[src/rtl/mem_load_stage_pkg.sv]
// ---------------------------------------------------------------------------
// mem_load_stage_pkg
// Shared definitions for the MEM load stage: load operation encodings,
// stage state encodings and pipeline bus width helpers.
//
// Bus layouts:
//   M1 -> MS : {ex, mem_op[2:0], res_from_mem, gr_we, dest, rt_value[31:0],
//               alu_result[31:0], pc}
//   MS -> WS : {ex, gr_we, dest, final_result[31:0], pc}
// ---------------------------------------------------------------------------
package mem_load_stage_pkg;

  typedef enum logic [2:0] {
    OP_LW  = 3'd0,
    OP_LB  = 3'd1,
    OP_LBU = 3'd2,
    OP_LH  = 3'd3,
    OP_LHU = 3'd4,
    OP_LWL = 3'd5,
    OP_LWR = 3'd6,
    OP_RSV = 3'd7   // decodes as LW
  } mem_op_e;

  typedef enum logic [1:0] {
    S_IDLE  = 2'd0,
    S_WAIT  = 2'd1,
    S_DONE  = 2'd2,
    S_DRAIN = 2'd3
  } ms_state_e;

  // ex + mem_op + res_from_mem + gr_we + dest + rt_value + alu_result + pc
  function automatic int m1_to_ms_bus_wd(input int pc_w, input int rf_aw);
    return pc_w + rf_aw + 70;
  endfunction

  // ex + gr_we + dest + final_result + pc
  function automatic int ms_to_ws_bus_wd(input int pc_w, input int rf_aw);
    return pc_w + rf_aw + 34;
  endfunction

  localparam int M1_TO_MS_BUS_WD = m1_to_ms_bus_wd(32, 5);
  localparam int MS_TO_WS_BUS_WD = ms_to_ws_bus_wd(32, 5);

endpackage

[src/rtl/mem_load_stage_load_align.sv]
// ---------------------------------------------------------------------------
// load_align
// Combinational load data alignment and extension.
//
// Ports:
//   mem_op   [2:0]  load type (mem_op_e encoding)
//   addr     [1:0]  low address bits of the load
//   rdata    [31:0] aligned word returned by the D-cache
//   rt_value [31:0] old destination value, merged by LWL/LWR
//   result   [31:0] value written back to the register file
//
// Build option: MS_LWLR_EN -- when defined, LWL/LWR perform the unaligned
// little-endian merge with rt_value; otherwise they decode as LW.
// ---------------------------------------------------------------------------
module load_align
  import mem_load_stage_pkg::*;
(
  input  logic [2:0]  mem_op,
  input  logic [1:0]  addr,
  input  logic [31:0] rdata,
  input  logic [31:0] rt_value,
  output logic [31:0] result
);

  logic [7:0]  sel_byte;
  logic [15:0] sel_half;

  // NOTE: every always_comb output gets a default first so that no path
  // through the case statements can leave it unassigned and infer a latch.
  always_comb begin
    sel_byte = rdata[7:0];
    unique case (addr)
      2'd0: sel_byte = rdata[7:0];
      2'd1: sel_byte = rdata[15:8];
      2'd2: sel_byte = rdata[23:16];
      2'd3: sel_byte = rdata[31:24];
    endcase
  end

  assign sel_half = addr[1] ? rdata[31:16] : rdata[15:0];

`ifdef MS_LWLR_EN
  logic [31:0] lwl_val;
  logic [31:0] lwr_val;

  always_comb begin
    lwl_val = rdata;
    lwr_val = rdata;
    unique case (addr)
      2'd0: begin
        lwl_val = {rdata[7:0],  rt_value[23:0]};
        lwr_val = rdata;
      end
      2'd1: begin
        lwl_val = {rdata[15:0], rt_value[15:0]};
        lwr_val = {rt_value[31:24], rdata[31:8]};
      end
      2'd2: begin
        lwl_val = {rdata[23:0], rt_value[7:0]};
        lwr_val = {rt_value[31:16], rdata[31:16]};
      end
      2'd3: begin
        lwl_val = rdata;
        lwr_val = {rt_value[31:8], rdata[31:24]};
      end
    endcase
  end
`else
  // The merge is compiled out; rt_value is intentionally left unconsumed.
  logic unused_rt_value;
  assign unused_rt_value = ^rt_value;
`endif

  always_comb begin
    result = rdata;
    case (mem_op_e'(mem_op))
      OP_LB:  result = {{24{sel_byte[7]}}, sel_byte};
      OP_LBU: result = {24'd0, sel_byte};
      // A misaligned half returns 0; the address error is raised upstream.
      OP_LH:  result = addr[0] ? 32'd0 : {{16{sel_half[15]}}, sel_half};
      OP_LHU: result = addr[0] ? 32'd0 : {16'd0, sel_half};
`ifdef MS_LWLR_EN
      OP_LWL: result = lwl_val;
      OP_LWR: result = lwr_val;
`endif
      default: result = rdata;
    endcase
  end

endmodule

[src/rtl/mem_load_stage.sv]
// ---------------------------------------------------------------------------
// mem_load_stage
// MEM pipeline stage between M1 and WB with a split-transaction D-cache.
// Accepts one instruction per handshake, waits for the cache response,
// aligns/extends load data, holds the result under WB back-pressure,
// drops in-flight loads on flush, and drives the RF forwarding port.
//
// Ports:
//   clk, reset (async, active high)
//   flush                      kill the held instruction
//   m1s_to_ms_valid / _bus     upstream instruction
//   ms_allowin                 stage can accept this cycle
//   dcache_rvalid / _rdata     one-cycle read response
//   ws_allowin                 WB accepts
//   ms_to_ws_valid / _bus      result to WB
//   MEM_dest / MEM_result      forwarding destination / value
//   MEM_fwd_ready              MEM_result is final
//   ms_timeout                 sticky response-timeout flag
//
// Build option: MS_LWLR_EN enables LWL/LWR merge (see load_align).
// ---------------------------------------------------------------------------
module mem_load_stage
  import mem_load_stage_pkg::*;
#(
  parameter int RF_AW    = 5,
  parameter int PC_W     = 32,
  parameter int WAIT_MAX = 255
) (
  input  logic                                      clk,
  input  logic                                      reset,
  input  logic                                      flush,
  input  logic                                      m1s_to_ms_valid,
  output logic                                      ms_allowin,
  input  logic [m1_to_ms_bus_wd(PC_W, RF_AW)-1:0]   m1s_to_ms_bus,
  input  logic                                      dcache_rvalid,
  input  logic [31:0]                               dcache_rdata,
  input  logic                                      ws_allowin,
  output logic                                      ms_to_ws_valid,
  output logic [ms_to_ws_bus_wd(PC_W, RF_AW)-1:0]   ms_to_ws_bus,
  output logic [RF_AW-1:0]                          MEM_dest,
  output logic [31:0]                               MEM_result,
  output logic                                      MEM_fwd_ready,
  output logic                                      ms_timeout
);

  localparam int CNT_W = $clog2(WAIT_MAX + 1);

  // Upstream bus fields
  logic             in_ex;
  logic [2:0]       in_mem_op;
  logic             in_res_from_mem;
  logic             in_gr_we;
  logic [RF_AW-1:0] in_dest;
  logic [31:0]      in_rt_value;
  logic [31:0]      in_alu_result;
  logic [PC_W-1:0]  in_pc;

  assign {in_ex, in_mem_op, in_res_from_mem, in_gr_we, in_dest,
          in_rt_value, in_alu_result, in_pc} = m1s_to_ms_bus;

  // Held instruction
  ms_state_e        state_q, state_d;
  logic             ex_q;
  logic [2:0]       mem_op_q;
  logic             gr_we_q;
  logic [RF_AW-1:0] dest_q;
  logic [31:0]      rt_value_q;
  logic [31:0]      alu_result_q;
  logic [PC_W-1:0]  pc_q;
  logic [31:0]      result_q, result_d;
  logic [CNT_W-1:0] cnt_q, cnt_d;
  logic             timeout_q;

  logic             capture;
  logic             load_result;
  logic             set_timeout;
  logic             cnt_hit;
  logic [31:0]      aligned;

  load_align u_load_align (
    .mem_op   (mem_op_q),
    .addr     (alu_result_q[1:0]),
    .rdata    (dcache_rdata),
    .rt_value (rt_value_q),
    .result   (aligned)
  );

  assign cnt_hit = (cnt_q == CNT_W'(WAIT_MAX));

  always_comb begin
    state_d        = state_q;
    result_d       = result_q;
    cnt_d          = '0;
    capture        = 1'b0;
    load_result    = 1'b0;
    set_timeout    = 1'b0;
    ms_allowin     = 1'b0;
    ms_to_ws_valid = 1'b0;
    MEM_fwd_ready  = 1'b0;

    unique case (state_q)
      S_IDLE: begin
        ms_allowin = 1'b1;
        // Flush wins over a simultaneous upstream valid.
        if (m1s_to_ms_valid && !flush) capture = 1'b1;
      end
      S_WAIT: begin
        if (flush) begin
          // A response coinciding with the flush is consumed right here.
          state_d = dcache_rvalid ? S_IDLE : S_DRAIN;
        end else if (dcache_rvalid) begin
          state_d     = S_DONE;
          load_result = 1'b1;
          result_d    = aligned;
        end else if (cnt_hit) begin
          state_d     = S_DONE;
          load_result = 1'b1;
          result_d    = 32'd0;
          set_timeout = 1'b1;
        end
      end
      S_DONE: begin
        ms_to_ws_valid = 1'b1;
        MEM_fwd_ready  = 1'b1;
        ms_allowin     = ws_allowin;
        if (flush) begin
          state_d = S_IDLE;
        end else if (ws_allowin) begin
          state_d = S_IDLE;
          if (m1s_to_ms_valid) capture = 1'b1;
        end
      end
      S_DRAIN: begin
        if (dcache_rvalid) begin
          state_d = S_IDLE;
        end else if (cnt_hit) begin
          state_d     = S_IDLE;
          set_timeout = 1'b1;
        end
      end
    endcase

    if (capture) begin
      state_d     = (in_res_from_mem && !in_ex) ? S_WAIT : S_DONE;
      load_result = 1'b1;
      result_d    = in_alu_result;
    end

    // Counter restarts on every entry to WAIT/DRAIN, counts while staying.
    if ((state_d == S_WAIT || state_d == S_DRAIN) && state_d == state_q)
      cnt_d = cnt_q + CNT_W'(1);
  end

  // NOTE: state and datapath registers use non-blocking assignments so every
  // flop samples the pre-edge value; the bus register is reset too because
  // the outgoing bus must read as zero straight out of reset.
  always_ff @(posedge clk or posedge reset) begin
    if (reset) begin
      state_q      <= S_IDLE;
      ex_q         <= 1'b0;
      mem_op_q     <= 3'd0;
      gr_we_q      <= 1'b0;
      dest_q       <= '0;
      rt_value_q   <= 32'd0;
      alu_result_q <= 32'd0;
      pc_q         <= '0;
      result_q     <= 32'd0;
      cnt_q        <= '0;
      timeout_q    <= 1'b0;
    end else begin
      state_q <= state_d;
      cnt_q   <= cnt_d;
      if (capture) begin
        ex_q         <= in_ex;
        mem_op_q     <= in_mem_op;
        gr_we_q      <= in_gr_we;
        dest_q       <= in_dest;
        rt_value_q   <= in_rt_value;
        alu_result_q <= in_alu_result;
        pc_q         <= in_pc;
      end
      if (load_result) result_q  <= result_d;
      if (set_timeout) timeout_q <= 1'b1;
    end
  end

  assign ms_to_ws_bus = {ex_q, gr_we_q, dest_q, result_q, pc_q};
  assign MEM_dest     = ((state_q == S_WAIT || state_q == S_DONE) && gr_we_q)
                        ? dest_q : '0;
  assign MEM_result   = (state_q == S_DONE) ? result_q : alu_result_q;
  assign ms_timeout   = timeout_q;

endmodule

[config.mk]
export PLATFORM = sky130hd
export DESIGN_NAME = mem_load_stage
export DESIGN_NICKNAME = d
export VERILOG_FILES = /design/src/rtl/mem_load_stage_pkg.sv /design/src/rtl/mem_load_stage_load_align.sv /design/src/rtl/mem_load_stage.sv
export SDC_FILE = /design/constraint.sdc
export NUM_CORES = 1
export LEC_CHECK = 0
export ABC_AREA = 1
export BUFFER_PORTS_ARGS = -buffer_cell sky130_fd_sc_hd__buf_4
export CAP_MARGIN = 10
export CORE_UTILIZATION = 48
export DETAILED_ROUTE_END_ITERATION = 10
export GPL_ROUTABILITY_DRIVEN = 0
export PLACE_DENSITY = 0.83
export SKIP_LAST_GASP = 1
export SLEW_MARGIN = 20
export SYNTH_ARGS = -nofsm -noshare
export SYNTH_HDL_FRONTEND = slang
export SYNTH_HIERARCHICAL = 1
export SYNTH_SLANG_ARGS = --single-unit
[constraint.sdc]
create_clock -name clk -period 7.65 [get_ports clk]
set_clock_uncertainty 0.2 [all_clocks]
set_input_delay 1.53 -clock clk [delete_from_list [all_inputs] [get_ports clk]]
set_output_delay 1.53 -clock clk [all_outputs]
set_load 0.02 [all_outputs]
==> impl_metrics.env <==
export IMPL_drive_gt1_share_pct=28.18
export IMPL_path_delay_family="buffers and inverters"
export IMPL_groute_layer_met1_usage_pct=36.39
export IMPL_crit_buf_inv=4
export IMPL_powerDensity_mw_per_mm2=480.0
export IMPL_avgViaCountPerCell=5.070
export IMPL_tightest_slew_ps=792.8
export IMPL_die_area_mm2=0.01349
export IMPL_clkLatencyLatePin_ps=410
export IMPL_post_cts_repair_setup_buffers=0
export IMPL_die_h_um=116.2
export IMPL_pwr_share_comb_pct=51.9
export IMPL_ff2ff_path_depth=10
export IMPL_grt_pass1_wl_um=27150
export IMPL_crit_path_max_fanout=72
export IMPL_slowest_delay_ps=800
export IMPL_seqPwrFrac_pct=26.7
export IMPL_h_tree_depth=4
export IMPL_whs_ps=279.2
export IMPL_cp_cell_sequence="buf_4 > nand2_1 > nand2_1 > nand2_2 > buf_4 > clkinv_2 > buf_4 > nand2_1 > o21ai_0"
export IMPL_peakVddDrop_uv=301.0
export IMPL_tns_ps=0
export IMPL_drtIter0Drc=537
export IMPL_diodes=0
export IMPL_die_w_um=116.2
export IMPL_cts_tree="done"
export IMPL_drc=0
export IMPL_syn_to_final_growth_pct=36.10
export IMPL_whs_path_depth=2
export IMPL_hp_class="register to register"
export IMPL_grt_max_degree=73
export IMPL_critPathKind="input pin to register"
export IMPL_cts_sink_count=117
export IMPL_firstDrtPassIters=5
export IMPL_swShare_pct=43.90
export IMPL_clk_path_buf_depth=2
export IMPL_cts_resized=0
export IMPL_slew_violations=0
export IMPL_fin_crit_ps=4034
export IMPL_initial_core_util_pct=49.37
export IMPL_hold_viol_final=0
export IMPL_syn_area_per_cell_um2=7.421
export IMPL_r2r_start="state_q[1]$_DFF_PP0_"
export IMPL_wl_um=17650
export IMPL_min_to="pc_q[20]$_DFFE_PP0P_"
export IMPL_grt_met2_usage_pct=42.22
export IMPL_ctsHoldBuffers=0
export IMPL_syn_area_mm2=0.006256
export IMPL_setup_viol_count_final=0
export IMPL_ant_nets=0
export IMPL_crit_cells=9
export IMPL_min_period_over_period_pct=52.74
export IMPL_numCtsBuffers=17
export IMPL_vias=6180
export IMPL_critPathLaunchType="input pin"
export IMPL_maxCapViolCount=0
export IMPL_slew_headroom_pct=47.15
export IMPL_power_frac_clock_pct=21.4
export IMPL_cp_required_ps=7710
export IMPL_cp_end_kind="register"
export IMPL_fin_ws_ps=3616
export IMPL_grtUsageTotal_pct=26.49
export IMPL_top_usage_layer="met2"
export IMPL_cp_arrival_ps=4090
export IMPL_yosysWarnings=6
export IMPL_fmax_ghz=0.2479
export IMPL_reg2reg_to="alu_result_q[18]$_DFFE_PP0P_"
export IMPL_port_buffers=224
export IMPL_post_dp_hpwl_um=12470
export IMPL_core_rowCount=41
export IMPL_switchingPower_mw=1.794
export IMPL_use_met3_pct=5.605
export IMPL_synthesis_nets=993
export IMPL_grt_pass1_vias=5468
export IMPL_clockRootBuffer="clkbuf_16"
export IMPL_ios=257
export IMPL_leakagePower_nw=4.459
export IMPL_worstHoldStart="pc_q[20]$_DFFE_PP0P_"
export IMPL_dpl_worst_slack_ps=3188
export IMPL_num_nets_final=1184
export IMPL_status="finished clean"
export IMPL_ff2ff_setup_slack_ps=4000
export IMPL_cp_slowest_cell="clkinv_2"
export IMPL_wire_per_inst_um=14.48
export IMPL_antenna_found_initial=0
export IMPL_postSynthCellCount=843
export IMPL_cts_clk_slew_worst_paths_ps=50
export IMPL_rsz0062_at_grt="no"
export IMPL_core_area_mm2=0.01267
export IMPL_grt_remaining_overflow=0
export IMPL_p_int_mw=2.293
placed cells by master (no fill, tap or decap), drive strengths merged, types with 7 or more instances in the layout:
cell type,instances
nand3,89
buf,228
a21oi,7
nor2,62
clkbuf,20
dfrtp,117
nand2,331
a31oi,32
inv,62
o21ai,70
flip-flops by register name (all words and copies together), names as in the netlist:
name	cells
alu_result_q	32
cnt_q	8
dest_q	5
ex_q	1
gr_we_q	1
mem_op_q	3
ms_timeout	1
pc_q	32
result_q	32
state_q	2
per-layer routing:
metal | part of all wire [%] | wire, µm
met1 | 45 | 7890
met2 | 47 | 8337
met3 | 6.1 | 1080
met4 | 1.9 | 342
met5 | 0 | 0
worst max path at each step:
| stage | to | from | slack [ps] |
|---|---|---|---|
| 2_1_floorplan | alu_result_q[0]$_DFFE_PP0P_ | reset | 2820 |
| 3_3_place_gp | result_q[20]$_DFFE_PP0P_ | ws_allowin | 3210 |
| 3_5_place_dp | result_q[25]$_DFFE_PP0P_ | ws_allowin | 3190 |
| 4_1_cts | alu_result_q[18]$_DFFE_PP0P_ | ws_allowin | 3600 |
| 5_1_grt | alu_result_q[18]$_DFFE_PP0P_ | ws_allowin | 3330 |
| 6_report | alu_result_q[18]$_DFFE_PP0P_ | ws_allowin | 3620 |
worst min-delay path, delay by kind of cell, from the launching register on:
kind          cells  cell delay, ps
flops             1             340
simple gates      2             110
power by group through the flow:
stage	Clock (mW)	Combinational [mW]	Sequential (mW)
final	0.877	2.12	1.09
after global routing	0.916	2.33	1.12
after CTS	0.888	2.12	1.09
after detailed placement	0	2.11	1.09
after global placement	0	2.08	1.08
after floorplan	0	1.18	1.27
metrics by stage:
stage,std cells,power (mW),util (%),cell area [µm²]
2_1_floorplan,843,2.451,-,6256
3_3_place_gp,1187,3.158,62.01,7858
3_5_place_dp,1187,3.208,62.01,7858
4_1_cts,1219,4.099,67.20,8514
5_1_grt,1219,4.367,67.20,8514
6_report,1219,4.087,67.20,8514
layout make-up:
class | instances | area, µm²
clock buffers | 20 | 456.7
fillers | 1110 | 4156
repair buffers | 228 | 1712
well taps | 172 | 215.2
clock inverters | 12 | 200.2
multi-input cells | 608 | 2764
flip-flops and latches | 117 | 2928
inverters | 62 | 239.0
No activity file was read; power rests on OpenSTA's default activity.
